[config.mk]
export PLATFORM = sky130hd
export DESIGN_NAME = ac97_slot_src
export DESIGN_NICKNAME = d
export VERILOG_FILES = /design/src/rtl/ac97_slot_src.sv
export SDC_FILE = /design/constraint.sdc
export NUM_CORES = 1
export LEC_CHECK = 0
export ABC_AREA = 1
export BUFFER_PORTS_ARGS = -buffer_cell sky130_fd_sc_hd__buf_2
export CAP_MARGIN = 20
export CORE_ASPECT_RATIO = 0.8
export CORE_MARGIN = 4
export CORE_UTILIZATION = 55
export CTS_CLUSTER_DIAMETER = 200
export DETAILED_ROUTE_END_ITERATION = 8
export PLACE_DENSITY = 0.76
export SYNTH_ARGS = -nofsm -noshare
export SYNTH_HDL_FRONTEND = slang
export SYNTH_SLANG_ARGS = --single-unit
[constraint.sdc]
create_clock -name i_bit_clk -period 2.95 [get_ports i_bit_clk]
set_input_delay 0.295 -clock i_bit_clk [delete_from_list [all_inputs] [get_ports i_bit_clk]]
set_output_delay 0.295 -clock i_bit_clk [all_outputs]
set_load 0.05 [all_outputs]
[src/rtl/ac97_slot_src.sv]
// ac97_slot_src
//   Upstream feeder for the AC'97 frame serializer. After reset it idles for
//   WAIT_FRAMES frames (codec ready time), issues a fixed three-entry codec
//   register write sequence (one per frame), then streams PCM stereo pairs
//   from a small FIFO. Every payload output is registered and changes only on
//   the cycle after a frame_req pulse.
//
// Ports
//   i_bit_clk        AC'97 bit clock, sole clock
//   i_reset          asynchronous, active-high reset
//   i_frame_req      one-cycle pulse from serializer: load next frame payload
//   i_pcm_l_in       left sample (2's complement)
//   i_pcm_r_in       right sample (2's complement)
//   i_pcm_valid      sample pair offered; pushed when i_pcm_valid & o_pcm_ready
//   o_pcm_ready      FIFO not full
//   o_cmd_valid      slot0 tag bits for slot1/slot2
//   o_cmd_addr       slot1 codec register address (write, R/W bit = 0)
//   o_cmd_data       slot2 register write data
//   o_pcm_tag        slot0 tag bits for slot3/slot4
//   o_pcm_l_out      slot3 payload
//   o_pcm_r_out      slot4 payload
//   o_init_done      command sequence finished
//   o_underflow_cnt  frames in CMD/RUN with an empty FIFO, saturating at 255
//
// state   | meaning
// --------+------------------------------------------------------------
// ST_WAIT | counting down codec-ready frames; FIFO fills, is not popped
// ST_CMD  | presenting one init command per frame, then entering RUN
// ST_RUN  | init finished; PCM streaming only, terminal until reset

module ac97_slot_src #(
  parameter int FIFO_DEPTH  = 4,
  parameter int WAIT_FRAMES = 16
) (
  input  logic        i_bit_clk,
  input  logic        i_reset,
  input  logic        i_frame_req,
  input  logic [15:0] i_pcm_l_in,
  input  logic [15:0] i_pcm_r_in,
  input  logic        i_pcm_valid,
  output logic        o_pcm_ready,
  output logic        o_cmd_valid,
  output logic [6:0]  o_cmd_addr,
  output logic [15:0] o_cmd_data,
  output logic        o_pcm_tag,
  output logic [15:0] o_pcm_l_out,
  output logic [15:0] o_pcm_r_out,
  output logic        o_init_done,
  output logic [7:0]  o_underflow_cnt
);

  localparam int AW  = $clog2(FIFO_DEPTH);
  localparam int PW  = AW + 1;
  localparam int WCW = $clog2(WAIT_FRAMES + 1);
  localparam logic [WCW-1:0] WAIT_LOAD = WCW'(WAIT_FRAMES - 1);
  localparam logic [1:0]     CMD_LAST_DONE = 2'd3;

  typedef enum logic [1:0] {
    ST_WAIT = 2'd0,
    ST_CMD  = 2'd1,
    ST_RUN  = 2'd2
  } state_t;

  // {addr[6:0], data[15:0]} for each init command
  function automatic logic [22:0] cmd_entry(input logic [1:0] idx);
    case (idx)
      2'd0:    cmd_entry = {7'h02, 16'h0000};
      2'd1:    cmd_entry = {7'h04, 16'h0000};
      2'd2:    cmd_entry = {7'h18, 16'h0808};
      default: cmd_entry = '0;
    endcase
  endfunction

  state_t         r_state, w_state_nxt;
  logic [WCW-1:0] r_wait_cnt, w_wait_cnt_nxt;
  logic [1:0]     r_cmd_idx, w_cmd_idx_nxt;

  logic           r_cmd_valid, w_cmd_valid_nxt;
  logic [6:0]     r_cmd_addr, w_cmd_addr_nxt;
  logic [15:0]    r_cmd_data, w_cmd_data_nxt;
  logic           r_pcm_tag, w_pcm_tag_nxt;
  logic [15:0]    r_pcm_l, w_pcm_l_nxt;
  logic [15:0]    r_pcm_r, w_pcm_r_nxt;
  logic           r_init_done, w_init_done_nxt;
  logic [7:0]     r_uf_cnt, w_uf_cnt_nxt;

  logic [31:0]    r_mem [FIFO_DEPTH];
  logic [PW-1:0]  r_wr_ptr, r_rd_ptr;
  logic           w_empty, w_full, w_push, w_pop, w_pcm_slot;
  logic [31:0]    w_head;
  logic [22:0]    w_cmd_word;

  // Extra pointer MSB distinguishes full from empty when the index bits match.
  assign w_empty    = (r_wr_ptr == r_rd_ptr);
  assign w_full     = (r_wr_ptr[PW-1] != r_rd_ptr[PW-1]) &&
                      (r_wr_ptr[AW-1:0] == r_rd_ptr[AW-1:0]);
  // Ready reflects the current FIFO state, so a pop in the same cycle does
  // not open a slot for a push until the following cycle.
  assign w_push     = i_pcm_valid & ~w_full;
  assign w_head     = r_mem[r_rd_ptr[AW-1:0]];
  // r_cmd_idx is held at 0 throughout WAIT, so this also yields command 0
  // on the frame that leaves WAIT.
  assign w_cmd_word = cmd_entry(r_cmd_idx);

  always_comb begin
    w_state_nxt     = r_state;
    w_wait_cnt_nxt  = r_wait_cnt;
    w_cmd_idx_nxt   = r_cmd_idx;
    w_cmd_valid_nxt = r_cmd_valid;
    w_cmd_addr_nxt  = r_cmd_addr;
    w_cmd_data_nxt  = r_cmd_data;
    w_init_done_nxt = r_init_done;
    w_pcm_tag_nxt   = r_pcm_tag;
    w_pcm_l_nxt     = r_pcm_l;
    w_pcm_r_nxt     = r_pcm_r;
    w_uf_cnt_nxt    = r_uf_cnt;
    w_pcm_slot      = 1'b0;

    case (r_state)
      ST_WAIT: begin
        if (i_frame_req) begin
          if (r_wait_cnt == '0) begin
            w_state_nxt     = ST_CMD;
            w_cmd_valid_nxt = 1'b1;
            w_cmd_addr_nxt  = w_cmd_word[22:16];
            w_cmd_data_nxt  = w_cmd_word[15:0];
            w_cmd_idx_nxt   = r_cmd_idx + 2'd1;
            w_pcm_slot      = 1'b1;
          end else begin
            w_wait_cnt_nxt = r_wait_cnt - WCW'(1);
          end
        end
      end
      ST_CMD: begin
        if (i_frame_req) begin
          w_pcm_slot = 1'b1;
          if (r_cmd_idx == CMD_LAST_DONE) begin
            w_state_nxt     = ST_RUN;
            w_cmd_valid_nxt = 1'b0;
            w_cmd_addr_nxt  = '0;
            w_cmd_data_nxt  = '0;
            w_init_done_nxt = 1'b1;
          end else begin
            w_cmd_valid_nxt = 1'b1;
            w_cmd_addr_nxt  = w_cmd_word[22:16];
            w_cmd_data_nxt  = w_cmd_word[15:0];
            w_cmd_idx_nxt   = r_cmd_idx + 2'd1;
          end
        end
      end
      ST_RUN: begin
        w_pcm_slot = i_frame_req;
      end
      default: begin
        w_state_nxt = ST_WAIT;
      end
    endcase

    // No bypass: a pair pushed in an empty-FIFO frame cycle waits a frame.
    w_pop = w_pcm_slot & ~w_empty;
    if (w_pcm_slot) begin
      if (!w_empty) begin
        w_pcm_tag_nxt = 1'b1;
        w_pcm_l_nxt   = w_head[31:16];
        w_pcm_r_nxt   = w_head[15:0];
      end else begin
        w_pcm_tag_nxt = 1'b0;
        w_pcm_l_nxt   = '0;
        w_pcm_r_nxt   = '0;
        if (r_uf_cnt != 8'hFF) begin
          w_uf_cnt_nxt = r_uf_cnt + 8'd1;
        end
      end
    end
  end

  always_ff @(posedge i_bit_clk or posedge i_reset) begin
    if (i_reset) begin
      r_state     <= ST_WAIT;
      r_wait_cnt  <= WAIT_LOAD;
      r_cmd_idx   <= '0;
      r_cmd_valid <= 1'b0;
      r_cmd_addr  <= '0;
      r_cmd_data  <= '0;
      r_init_done <= 1'b0;
      r_pcm_tag   <= 1'b0;
      r_pcm_l     <= '0;
      r_pcm_r     <= '0;
      r_uf_cnt    <= '0;
      r_wr_ptr    <= '0;
      r_rd_ptr    <= '0;
    end else begin
      r_state     <= w_state_nxt;
      r_wait_cnt  <= w_wait_cnt_nxt;
      r_cmd_idx   <= w_cmd_idx_nxt;
      r_cmd_valid <= w_cmd_valid_nxt;
      r_cmd_addr  <= w_cmd_addr_nxt;
      r_cmd_data  <= w_cmd_data_nxt;
      r_init_done <= w_init_done_nxt;
      r_pcm_tag   <= w_pcm_tag_nxt;
      r_pcm_l     <= w_pcm_l_nxt;
      r_pcm_r     <= w_pcm_r_nxt;
      r_uf_cnt    <= w_uf_cnt_nxt;
      if (w_push) r_wr_ptr <= r_wr_ptr + PW'(1);
      if (w_pop)  r_rd_ptr <= r_rd_ptr + PW'(1);
    end
  end

  // Storage needs no reset: entries are only read between the pointers.
  always_ff @(posedge i_bit_clk) begin
    if (w_push) begin
      r_mem[r_wr_ptr[AW-1:0]] <= {i_pcm_l_in, i_pcm_r_in};
    end
  end

  assign o_pcm_ready     = ~w_full;
  assign o_cmd_valid     = r_cmd_valid;
  assign o_cmd_addr      = r_cmd_addr;
  assign o_cmd_data      = r_cmd_data;
  assign o_pcm_tag       = r_pcm_tag;
  assign o_pcm_l_out     = r_pcm_l;
  assign o_pcm_r_out     = r_pcm_r;
  assign o_init_done     = r_init_done;
  assign o_underflow_cnt = r_uf_cnt;

endmodule

* Word-level counts from Yosys, hierarchy flattened
Memories as Yosys holds them, arrays and structs flattened. Cells that the tools add are included.
Storage, ports and cells: flip-flop bits (word level) 81, RAM bits 128, input bits 36, output and inout bits 67, memories kept 1
Memories:
- r_mem | depth 4, bits a word 32, read ports 1, clocked after memory_dff 0, write ports 1, line 87 | logic [31:0] r_mem [FIFO_DEPTH];
Cells by class: add/sub/neg operators 5, equality and inequality tests 14, mux-type cells 35, bitwise gates (word level) 6, reductions and logical operators 11
Operator list (count):
- $mux W16 | 6
- $pmux W21 S3 | 1
- $pmux W16 S2 | 1
- $mux W7 | 4
- $mux W2 | 8
- $pmux W7 S2 | 1
- $mux W1 | 10
- $ne A2 B2 Y1 const B | 5
- $reduce_and A5 Y1 | 2
- $reduce_and A3 Y1 | 3
- $add A8 B1 Y8 const B | 1
- $ne A8 B8 Y1 const B | 1
- $add A3 B1 Y3 const B | 2
- $eq A2 B2 Y1 const B | 3
- $pmux W2 S3 | 1
- $logic_not A5 Y1 | 1
- $sub A5 B1 Y5 const B | 1
- $eq A2 B1 Y1 const B | 2
- $logic_not A2 Y1 | 2
- $not A1 Y1 | 4
- $pmux W2 S2 | 1
- $reduce_and A4 Y1 | 1
- $eq A3 B3 Y1 | 1
- $pmux W1 S3 | 1
- 7 further kinds | 8

* Logic depth before layout (Yosys ltp)
Gate-level depths: netlist (run 1).
depth after elaboration 6, mapped depth 11

* Least setup slack after synthesis (run 1)
No wires, ideal clock.
path kind reg-to-reg, from register r_rd_ptr[1], to memory r_mem[3][0], enable pin, library setup time 0.423 ns, arrival time 2.723 ns, data required time 2.527 ns, path slack -0.196 ns, stages on the path, launching flop included 8, cells stage by stage dfrtp_1 > buf_6 > clkinv_2 > nand2_1 > nand2_1 > nand3_1 > nand2_2 > nor2_1
Between the ends: longest elaborated chain between the ends 6
RTL lines:
- from (decl) | line 88 | logic [PW-1:0] r_wr_ptr, r_rd_ptr;
- from (signal assigned) | line 205 | if (w_pop) r_rd_ptr <= r_rd_ptr + PW'(1);
- $eq A2 B2 Y1 | line 96 | (r_wr_ptr[AW-1:0] == r_rd_ptr[AW-1:0]);
- $logic_and A1 B1 Y1 | line 95 | assign w_full = (r_wr_ptr[PW-1] != r_rd_ptr[PW-1]) &&
- $not A1 Y1
- named net o_pcm_ready | line 41 | output logic o_pcm_ready,
- $and A1 B1 Y1 | line 99 | assign w_push = i_pcm_valid & ~w_full;
- $mux W1 | line 211 | if (w_push) begin
- $mux W1 (not written as such) | line 212 | r_mem[r_wr_ptr[AW-1:0]] <= {i_pcm_l_in, i_pcm_r_in};
- to (decl) | line 87
The timed path passes the listed nets, and every way through them passes these cells.

* Worst setup path after layout (run 1)
from register r_wait_cnt[0], to register r_pcm_r[11] (netlist: o_pcm_r_out[11])
Between the ends: longest elaborated chain between the ends 4
RTL lines:
- from (decl) | line 75 | logic [WCW-1:0] r_wait_cnt, w_wait_cnt_nxt;
- from (signal assigned) | line 194 | r_wait_cnt <= w_wait_cnt_nxt;
- $logic_not A5 Y1 | line 122 | if (r_wait_cnt == '0) begin
- $mux W1 | line 122
- $mux W1 | line 121 | if (i_frame_req) begin
- $pmux W1 S3 | line 119 | case (r_state)
- to (signal assigned) | line 202 | r_pcm_r <= w_pcm_r_nxt;
- to (decl) | line 83 | logic [15:0] r_pcm_r, w_pcm_r_nxt;
Every way passes these cells. A chain may end at the register's enable or synchronous reset.

==> summary.md, run 1 <==
| Metric | Value |
|---|---|
| Status | completed |
| CP max FO | 33 |
| # nets final | 855 |
| Synth Cell Area | 7900 um^2 |
| Top cells by area, synth | edfxtp_1 49%, dfrtp_1 18%, nand2_1 12%, nand3_1 4.6%, ha_1 2.9% |
| Fillers | 1039 |
| Inserted Diodes | 0 |
| Synth Warn # | 0 |
| Slew at the pin with the worst max-slew slack | 693 ps |
| Switching power | 4270 uW |
| Clock share of power | 20.9% |
| Dpl cell area | 8460 um^2 |
| Sequential-to-total area share from yosys stat | 68.1% |
| Sum of buffers and inverters on the critical path | 4 |
| GRT Total Usage | 19.8% |
| Die Span Y | 115 um |
| Hold Crit Class | input pin to flop |
| DRT antenna net count | 0 |
| Cell Pwr Density | 1110 nW/um^2 |
| First-pass GRT wire length | 25100 um |
| H-tree depth | 4 |
| Routed wire length | 15400 um |
| Starting Density | 57.3% |
| Gate Count Post-Synth | 715 |
| Core area | 13800 um^2 |
| Via count | 5134 |
| Die ar. | 16400 um^2 |
| Total power draw | 9990 uW |
| 1st-pass router iterations | 5 |
| Leak | 0.00392 uW |
| DP HPWL | 9750 um |
| Row cnt | 38 |
| # IOs | 103 |
| Slew headroom | 53.8% |
| Setup Viol. Count Final | 0 |
| Syn_area_per_cell | 11.0 um^2 |
| Max-cap violations | 0 |
| CP Class | flop to flop |
| Vias in the first global route | 4949 |
| Register Area | 5380 um^2 |
| Cell taking the most area after synthesis | edfxtp_1 |
| TritonCTS Buffers | 17 |
| Fin crit share | 70.9% |
| Multi-input logic area | 2170 um^2 |
| Worst EP arrival | 2440 ps |
| Sw Ratio | 42.7% |
| Final non-filler cell total | 994 |
| CTS tree | done |
| Most used cell, CP | inv_1 |
| Pint | 5730 uW |
| CP required | 3290 ps |
| Worst-Skew Late Latency | 430 ps |
| CP top delay family | buffers and inverters |
| Largest stage delay, worst path | 540 ps |
| RD Place Congestion | 0.840 |
| Setup TNS | 0 ps |
| Layout cells sized above 1 | 18.4% |
| Cell area after layout | 9010 um^2 |
| Worst Clk Skew | 6.54 ps |
| TritonCTS Sinks | 189 |
| DR WL/cell | 15.5 um |
| Crit start category | flop |
| Fin util | 65.4% |
| Synth cell types | 33 |
| Die span in x | 142 um |
| Unrepaired setup endpoints after global routing | false |
| Placed cell count | 961 |
| Register share of total power | 39.8% |
| Min Tclk post-route | 2090 ps |
| Initial antenna violation count | 0 |
| Crit path capture type | flop |
| Cell chain of the critical path | inv_1, ha_1, inv_1, nor2_1, nand3_1, a21oi_2, buf_4, inv_2, nand2_1, o21ai_1 |
| PostCTS Resize Cnt | 0 |
| I/O Buffers | 85 |
| Remaining DRCs | 0 |
| Slowest cell on the critical path | dfstp_2 |
| CTS Root Cell | clkbuf_16 |
| CTS clk-pin slew, worst paths | 70 ps |
| Final Hold Fails | 0 |
| DR vias/cell | 5.16 |
| Synthesis-to-finish area growth | 14.1% |
| Largest net degree at the start of global routing | 66 |
| Number of synthesized register bits | 189 |
| 1st-iter DRT viols | 392 |
| Clock buffer depth | 2 |
| Yosys top cell area share | 48.7% |
| Maximum vdd drop | 666 uV |
| Maximum clock rate | 478 MHz |
| Final Slew Violations | 0 |
| Grt total ovfl | 0 |
| Gate power share | 39.2% |
-- worst reg2reg max path, cell delays in order (launching register included) --
cell	delay, ps
dfstp_2	540
inv_1	70
ha_1	190
inv_1	50
nor2_1	40
nand3_1	90
a21oi_2	60
buf_4	180
inv_2	520
nand2_1	160
o21ai_1	120
-- cell families after synthesis --
family                     after synthesis  synth area share, %
AOI/OAI and AO/OA                       49                 3.22
xor gates and xnor gates                 9                0.998
adders and majority gates               18                 2.85
buffers and inverters                   84                 5.58
DFF                                    189                 68.1
other                                    1               0.0475
and+or+nand+nor                        365                 19.2
-- cell usage in the layout, fill, tap and decap left out, types with 5 or more instances in the layout --
| cell type | n |
|---|---|
| nand2_1 | 258 |
| edfxtp_1 | 128 |
| buf_2 | 85 |
| nand3_1 | 73 |
| dfrtp_1 | 56 |
| inv_1 | 31 |
| o21ai_1 | 27 |
| ha_1 | 18 |
| conb_1 | 17 |
| clkbuf_16 | 17 |
| o21ai_0 | 15 |
| nor2_1 | 14 |
| buf_4 | 11 |
| nand4_1 | 9 |
| xor2_1 | 8 |
| nor2_4 | 5 |
-- per-layer routing --
metal,share of wire (%),global-route usage [%],up-vias
met5,0,0,-
met4,0.70,4.73,0
met3,7.5,5.61,11
met2,49,32.7,162
met1,43,26.5,2434
li1,-,-,2527
-- cell usage after synthesis, drive strengths merged --
cell type / instances
edfxtp: 128
clkinv: 1
nand2: 261
conb: 1
nand4: 10
dfstp: 4
or2: 1
ha: 18
nand3: 73
xor2: 8
inv: 35
dfrtp: 57
nand3b: 1
o21a: 1
clkbuf: 10
o21bai: 1
xnor2: 1
o21ai: 42
nor2: 19
a21oi: 5
buf: 38
-- final timing paths --
kind / endpoint / cells past startpoint / start / slack (ps)
setup / recovery: o_pcm_r_out[11] / 10 / r_wait_cnt[0] / 860
hold / removal: r_mem[3][13] / 1 / i_pcm_r_in[13] / 80
setup reg to reg: o_pcm_r_out[11] / 10 / r_wait_cnt[0] / 860
hold reg to reg: o_pcm_tag / 2 / o_pcm_tag / 470
max in group asynchronous: r_rd_ptr[0] / 4 / i_reset / 1720
min in group asynchronous: o_underflow_cnt[0] / 3 / i_reset / 490
-- registers in the layout, summed over array words and instances (netlist names), 2 cells and up --
register,flops
o_cmd_addr,2
o_pcm_l_out,16
o_pcm_r_out,16
o_underflow_cnt,8
r_cmd_idx,2
r_mem,128
r_rd_ptr,3
r_state,2
r_wait_cnt,5
r_wr_ptr,3
-- timing repair --
item / CTS / global route
hold endpoints to repair: 25 / 0
setup endpoints to repair: 0 / 0
hold buffers: 1 / 0
buffers inserted: 0 / 0
-- power by group through the flow --
stage | Combinational (uW) | Clock [uW] | Sequential, uW
after CTS | 3960 | 2130 | 3980
after global routing | 4360 | 2240 | 4050
after detailed placement | 3950 | 0 | 4030
after global placement | 3840 | 0 | 4000
final | 3920 | 2090 | 3980
after floorplan | 2190 | 0 | 4820
-- through the flow --
stage | hold slack (ps) | setup slack [ps]
2_1_floorplan | 394 | -179
3_3_place_gp | 396 | 959
3_5_place_dp | 400 | 825
4_1_cts | 62.0 | 835
5_1_grt | 58.3 | 692
6_report | 80.8 | 859
-- layout make-up --
cell class	instances	share of cell area, %
flip-flops and latches	189	59.6
multi-input cells	458	24.1
repair buffers	99	6.19
clock buffers	18	4.76
well taps	180	2.50
inverters	36	1.54
clock inverters	14	1.28
(Power assumes the default switching activity.)
==> run 2, diff against run 1 <==
==> config.mk (replaced) <==
export PLATFORM = sky130hd
export DESIGN_NAME = ac97_slot_src
export DESIGN_NICKNAME = d
export VERILOG_FILES = /design/src/rtl/ac97_slot_src.sv
export SDC_FILE = /design/constraint.sdc
export NUM_CORES = 1
export LEC_CHECK = 0
export ABC_AREA = 0
export BUFFER_PORTS_ARGS = -buffer_cell sky130_fd_sc_hd__buf_2
export CAP_MARGIN = 20
export CORE_ASPECT_RATIO = 0.8
export CORE_MARGIN = 4
export CORE_UTILIZATION = 51
export CTS_CLUSTER_DIAMETER = 200
export DETAILED_ROUTE_END_ITERATION = 8
export PLACE_DENSITY = 0.75
export SYNTH_ARGS = -nofsm -noshare
export SYNTH_HDL_FRONTEND = slang
export SYNTH_SLANG_ARGS = --single-unit
==> constraint.sdc (replaced) <==
create_clock -name i_bit_clk -period 1.9 [get_ports i_bit_clk]
set_input_delay 0.19 -clock i_bit_clk [delete_from_list [all_inputs] [get_ports i_bit_clk]]
set_output_delay 0.19 -clock i_bit_clk [all_outputs]
set_load 0.05 [all_outputs]
==> run 2 against run 1 <==
  * The flow now finishes with violations (setup timing)
  * Clock skew up 3.2 ps
  * Global-route usage down 1.5 points
  * Flip-flop and latch count unchanged
  * Critical path depth down 3
  * Clock power up 62%
  * Core utilization up 1.0 points
  * Sequential share of layout area down 3.4 points
  * Highest routed layer unchanged
==> summary.md, run 2 <==
| Metric | Value |
|---|---|
| I/O Buffers | 85 |
| H-tree depth | 4 |
| Largest net degree at the start of global routing | 62 |
| 1st-pass router iterations | 5 |
| CP required | 2210 ps |
| DP HPWL | 8740 um |
| Inserted Diodes | 0 |
| Syn_area_per_cell | 18.9 um^2 |
| Vias in the first global route | 4177 |
| Core area | 14400 um^2 |
| Top-count cell post-synth | edfxtp_1 |
| Synth Warn # | 0 |
| Initial antenna violation count | 0 |
| Cell chain of the critical path | inv_2, ha_4, or4b_4, buf_6, a211oi_4, a21boi_4, mux2_4 |
| Register share of total power | 36.8% |
| Maximum vdd drop | 1210 uV |
| Worst EP arrival | 2350 ps |
| Via count | 4005 |
| Final Hold Fails | 0 |
| # nets final | 612 |
| Sequential-to-total area share from yosys stat | 71.4% |
| Slew headroom | 60.3% |
| Final Slew Violations | 0 |
| CTS clk-pin slew, worst paths | 60 ps |
| Leak | 0.00381 uW |
| Commonest cells after routing, fill and taps aside | 128 x edfxtp_1, 85 x buf_2, 55 x dfrtp_1 |
| Total power draw | 16800 uW |
| Crit path capture type | flop |
| Die span in x | 144 um |
| Slowest cell on the critical path | or4b_4 |
| # IOs | 103 |
| Die Span Y | 117 um |
| CTS tree | done |
| CP top delay family | simple AND/OR/NAND/NOR gates |
| Yosys top cell area share | 51.1% |
| Layout cells sized above 1 | 40.3% |
| GRT Total Usage | 18.4% |
| Clock buffer depth | 2 |
| Number of synthesized register bits | 189 |
| TritonCTS Sinks | 189 |
| CTS Root Cell | clkbuf_16 |
| Async SR Flop Fraction | 32.3% |
| Ys flop type | edfxtp_1 |
| First-pass GRT wire length | 22700 um |
| DRT antenna net count | 0 |
| Row cnt | 39 |
| Maximum clock rate | 491 MHz |
| Largest register FFs | 128 |
| Minimum hold slack | 113 ps |
| DR WL/cell | 19.4 um |
| Pint | 10500 uW |
| Failing checks | setup timing |
| Starting Density | 52.3% |
| Fin util | 66.4% |
| Synth Cell Area | 7530 um^2 |
| RD Place Congestion | 0.752 |
| CP Class | flop to flop |
| Unrepaired setup endpoints after global routing | true |
| TritonCTS Buffers | 17 |
| CP max FO | 3 |
| Cell Pwr Density | 1760 nW/um^2 |
| Remaining DRCs | 0 |
| Die ar. | 16800 um^2 |
| Grt total ovfl | 0 |
| Sum of buffers and inverters on the critical path | 2 |
| Slew at the pin with the worst max-slew slack | 595 ps |
| Gate Count Post-Synth | 399 |
| Post-synth EDFFs | 128 |
| Switching power | 6300 uW |
| Cell taking the most area after synthesis | edfxtp_1 |
| Setup Viol. Count Final | 35 |
| Fin crit share | 107% |
| Hold Crit Class | input pin to flop |
| Worst-Skew Late Latency | 430 ps |
| Register Area | 5380 um^2 |
| 1st-iter DRT viols | 177 |
| Final setup margin | -138 ps |
| Gate power share | 43.1% |
| Synth cell types | 42 |
| Min Tclk post-route | 2040 ps |
| Clock share of power | 20.2% |
| Status | complete, but fails checks |
| Place WS | -207 ps |
| Worst Clk Skew | 9.79 ps |
| Sw Ratio | 37.5% |
| Fillers | 947 |
| Top cells by count, synth | 128 x edfxtp_1, 57 x dfrtp_1, 32 x a22o_1, 32 x mux4_2, 24 x buf_4 |
| Crit start category | flop |
| Routed wire length | 14700 um |
| Most common cell after layout, fill and taps aside | edfxtp_1 |
| Multi-input logic area | 2090 um^2 |
| Top cells by area, synth | edfxtp_1 51%, dfrtp_1 19%, mux4_2 9.6%, a22o_1 3.7%, ha_1 3.0% |
| Synthesis-to-finish area growth | 27.0% |
| Largest stage delay, worst path | 480 ps |
| DR vias/cell | 5.30 |
| Max-cap violations | 0 |
| Setup TNS | -1650 ps |
## run 2: path summary, 6_finish.rpt
check | startpoint | to | slack (ps) | cells past startpoint
min in group asynchronous | i_reset | o_pcm_r_out[14] | 370 | 4
max in group asynchronous | i_reset | r_wait_cnt[0] | 1200 | 4
worst min register to register | o_init_done | o_init_done | 470 | 1
worst max register to register | r_wait_cnt[0] | r_cmd_idx[1] | -140 | 7
worst max-delay path | r_wait_cnt[0] | r_cmd_idx[1] | -140 | 7
worst min-delay path | i_frame_req | o_init_done | 110 | 2
## run 2: area by class of cell
type                       count  area share [%]
sequential                   189            56.3
multi-input combinational    177            21.9
timing repair buffer         161            13.2
clock buffer                  21            4.61
tap                          184            2.41
clock inverter                11            1.23
inverter                      12           0.471
## run 2: through the flow
step | cells | cell area (um^2)
floorplan | 415 | 7650
global placement | 683 | 8410
global route | 755 | 9560
finish | 755 | 9560
CTS | 750 | 9400
detailed placement | 683 | 8410
## run 2: worst register-to-register path, delay by kind of cell, from the launching register on
family / cells / cell delay [ps]
flip-flops: 1 / 370
AND/OR/NAND/NOR: 1 / 480
AO/OA/AOI/OAI: 2 / 440
buffers and inverters: 2 / 210
multiplexers: 1 / 310
adder cells (fa/ha/maj): 1 / 120
## run 2: power groups by stage
stage	clock, uW	combinational (uW)	sequential [uW]
6_report	3390	7230	6170
3_5_place_dp	0	6630	6240
2_1_floorplan	0	3590	7520
4_1_cts	3450	6960	6180
3_3_place_gp	0	6490	6180
5_1_grt	3640	7750	6280
## run 2: kinds of logic (layout without fill, tap and decap cells)
| group | after synthesis | in the layout | share of synthesized area, % |
|---|---|---|---|
| AO/OA/AOI/OAI | 44 | 44 | 5.14 |
| XOR/XNOR | 17 | 17 | 1.98 |
| adder cells (fa/ha/maj) | 18 | 18 | 2.99 |
| buffers and inverters | 49 | 205 | 3.77 |
| flip-flops | 189 | 189 | 71.4 |
| multiplexers | 43 | 43 | 11.2 |
| other | 1 | 17 | 0.0498 |
| AND/OR/NAND/NOR | 38 | 38 | 3.46 |
## run 2: metal layers
| layer | GRT usage (%) | up-vias | wire (um) |
|---|---|---|---|
| met4 | 5.14 | 0 | 118 |
| met5 | 0 | - | 0 |
| li1 | - | 1829 | - |
| met2 | 29.6 | 115 | 7390 |
| met3 | 5.28 | 9 | 747 |
| met1 | 24.9 | 2052 | 6410 |
## run 2: repair_timing
action	in CTS	in global routing
setup endpoints to repair	47	54
hold endpoints to repair	185	0
pin swaps	5	2
setup buffers	2	3
resized for setup	20	13
hold buffers	33	0
gates cloned	0	2
==> run 3, diff against run 2 <==
--- a/config.mk
+++ b/config.mk
@@ -7,13 +7,12 @@
 export LEC_CHECK = 0
 export ABC_AREA = 0
 export BUFFER_PORTS_ARGS = -buffer_cell sky130_fd_sc_hd__buf_2
-export CAP_MARGIN = 20
 export CORE_ASPECT_RATIO = 0.8
 export CORE_MARGIN = 4
-export CORE_UTILIZATION = 51
+export CORE_UTILIZATION = 40
+export CTS_BUF_LIST = sky130_fd_sc_hd__clkbuf_16
 export CTS_CLUSTER_DIAMETER = 200
 export DETAILED_ROUTE_END_ITERATION = 8
-export PLACE_DENSITY = 0.75
 export SYNTH_ARGS = -nofsm -noshare
 export SYNTH_HDL_FRONTEND = slang
 export SYNTH_SLANG_ARGS = --single-unit
==> run 3 against run 2 <==
  * The run still ends with setup timing left
  * Worst setup slack improved by 8.6 ps
  * Sequential power about the same
  * Critical path depth unchanged
  * Flip-flop and latch count unchanged
  * Clock power increased by 2%
  * Count of clock-buffer cells in the layout decreased by 4
  * Core utilization decreased by 14 points
  * Routed wire length increased by 0.10%
  * Sequential share of layout area decreased by 0.21 points
  * Cell area increased by 0.38%
  * Largest cell class unchanged
  * Largest power group unchanged
  * Highest routed layer unchanged
==> summary.md, run 3 (synthesis results as in run 2) <==
| Metric | Value |
|---|---|
| Status | complete, but fails checks |
| Failing checks | setup timing |
| Die ar. | 21100 um^2 |
| H-tree depth | 4 |
| Initial antenna violation count | 0 |
| Worst Clk Skew | 11.7 ps |
| Sum of buffers and inverters on the critical path | 2 |
| Pint | 10200 uW |
| Worst-Skew Late Latency | 430 ps |
| GR Layer Usage met2 | 23.9% |
| Max-cap violations | 0 |
| GRT Total Usage | 14.5% |
| Die span in x | 161 um |
| M1 GR Usage | 19.0% |
| Gate power share | 42.0% |
| Worst EP arrival | 2330 ps |
| Commonest cells after routing, fill and taps aside | 128 x edfxtp_1, 85 x buf_2, 55 x dfrtp_1 |
| DR WL/cell | 17.9 um |
| Maximum vdd drop | 1110 uV |
| Clock share of power | 20.8% |
| Fin crit share | 107% |
| Sw Ratio | 38.5% |
| Minimum hold slack | 133 ps |
| 1st-pass router iterations | 4 |
| Largest net degree at the start of global routing | 62 |
| Largest register FFs | 128 |
| # nets final | 607 |
| CTS tree | done |
| CTS clk-pin slew, worst paths | 70 ps |
| DR vias/cell | 4.92 |
| GR Layer Usage met3 | 4.89% |
| CP required | 2200 ps |
| I/O Buffers | 85 |
| Final Slew Violations | 0 |
| Clock buffer depth | 2 |
| Vias in the first global route | 4170 |
| Remaining DRCs | 0 |
| Inserted Diodes | 0 |
| Via count | 4030 |
| Row cnt | 44 |
| Switching power | 6420 uW |
| 1st-iter DRT viols | 255 |
| Crit path capture type | flop |
| Setup Viol. Count Final | 21 |
| Total power draw | 16600 uW |
| Layout cells sized above 1 | 40.1% |
| CTS Root Cell | clkbuf_16 |
| CP max FO | 3 |
| Register share of total power | 37.2% |
| Setup TNS | -690 ps |
| TritonCTS Sinks | 189 |
| Dpl cell area | 8480 um^2 |
| Fin util | 52.3% |
| Crit start category | flop |
| DP HPWL | 8820 um |
| Slew headroom | 62.3% |
| Cell area after layout | 9590 um^2 |
| Slowest cell on the critical path | or4b_4 |
| Min Tclk post-route | 2030 ps |
| CP top delay family | simple AND/OR/NAND/NOR gates |
| Synthesis-to-finish area growth | 27.4% |
| Hold Crit Class | input pin to flop |
| Die Span Y | 131 um |
| Unrepaired setup endpoints after global routing | true |
| Slew at the pin with the worst max-slew slack | 565 ps |
| Leak | 0.00380 uW |
| Cell Pwr Density | 1740 nW/um^2 |
| CP Class | flop to flop |
| Cell chain of the critical path | inv_2, ha_1, or4b_4, buf_6, a211oi_4, a21boi_4, mux2_4 |
| Most common cell after layout, fill and taps aside | edfxtp_1 |
| Core area | 18300 um^2 |
| Grt total ovfl | 0 |
| Largest stage delay, worst path | 480 ps |
| Maximum clock rate | 493 MHz |
| DRT antenna net count | 0 |
| TritonCTS Buffers | 17 |
| RD Place Congestion | 0.708 |
| Final Hold Fails | 0 |
| First-pass GRT wire length | 23200 um |
| Gr busiest metal | met2 |
| Starting Density | 41.1% |
| Routed wire length | 14700 um |
| Final setup margin | -129 ps |
| # IOs | 103 |
-- run 3: through the flow --
step                      cells  setup WS, ps
after floorplan             415          -171
after global placement      748          -165
after detailed placement    748          -194
after CTS                   816          -112
after global routing        819          -183
final                       819          -129
-- run 3: per-layer routing --
| layer | vias to the layer above | routed length [um] |
|---|---|---|
| met2 | 117 | 7250 |
| met3 | 9 | 898 |
| met5 | - | 0 |
| li1 | 1825 | - |
| met4 | 0 | 78 |
| met1 | 2079 | 6450 |
-- run 3: worst paths after layout --
check,slack (ps),to,cells past startpoint,start
worst min-delay path,130,r_wait_cnt[2],3,i_frame_req
worst max-delay path,-130,r_cmd_idx[1],7,r_wait_cnt[0]
worst max register to register,-130,r_cmd_idx[1],7,r_wait_cnt[0]
max in group asynchronous,1200,r_rd_ptr[0],4,i_reset
min in group asynchronous,390,r_state[0],4,i_reset
worst min register to register,470,o_init_done,1,o_init_done
-- run 3: final cells by class --
cell class,count,area (um^2)
well taps,253,317
fillers,1477,8740
clock buffers,17,425
inverters,12,45.0
repair buffers,156,1180
clock inverters,15,158
flip-flops and latches,189,5380
multi-input cells,177,2090
-- run 3: tightest hold or removal path, delay by kind of cell --
kind / cells / cell delay [ps]
buf+inv: 1 / 150
simple gates: 1 / 120
xor+xnor: 1 / 80
-- run 3: repair_timing --
action,in CTS,in global routing
endpoints found under the hold margin,185,0
setup buffers,4,4
pin swaps,8,9
endpoints found under the setup margin,47,51
gates resized for setup,14,13
hold buffers,33,0
-- run 3: power groups by stage --
stage          Clock [uW]  Combinational (uW)  Sequential, uW
6_report             3470                6990            6190
5_1_grt              3700                7530            6300
4_1_cts              3540                6970            6190
3_5_place_dp            0                6730            6250
3_3_place_gp            0                6650            6210
2_1_floorplan           0                3590            7520
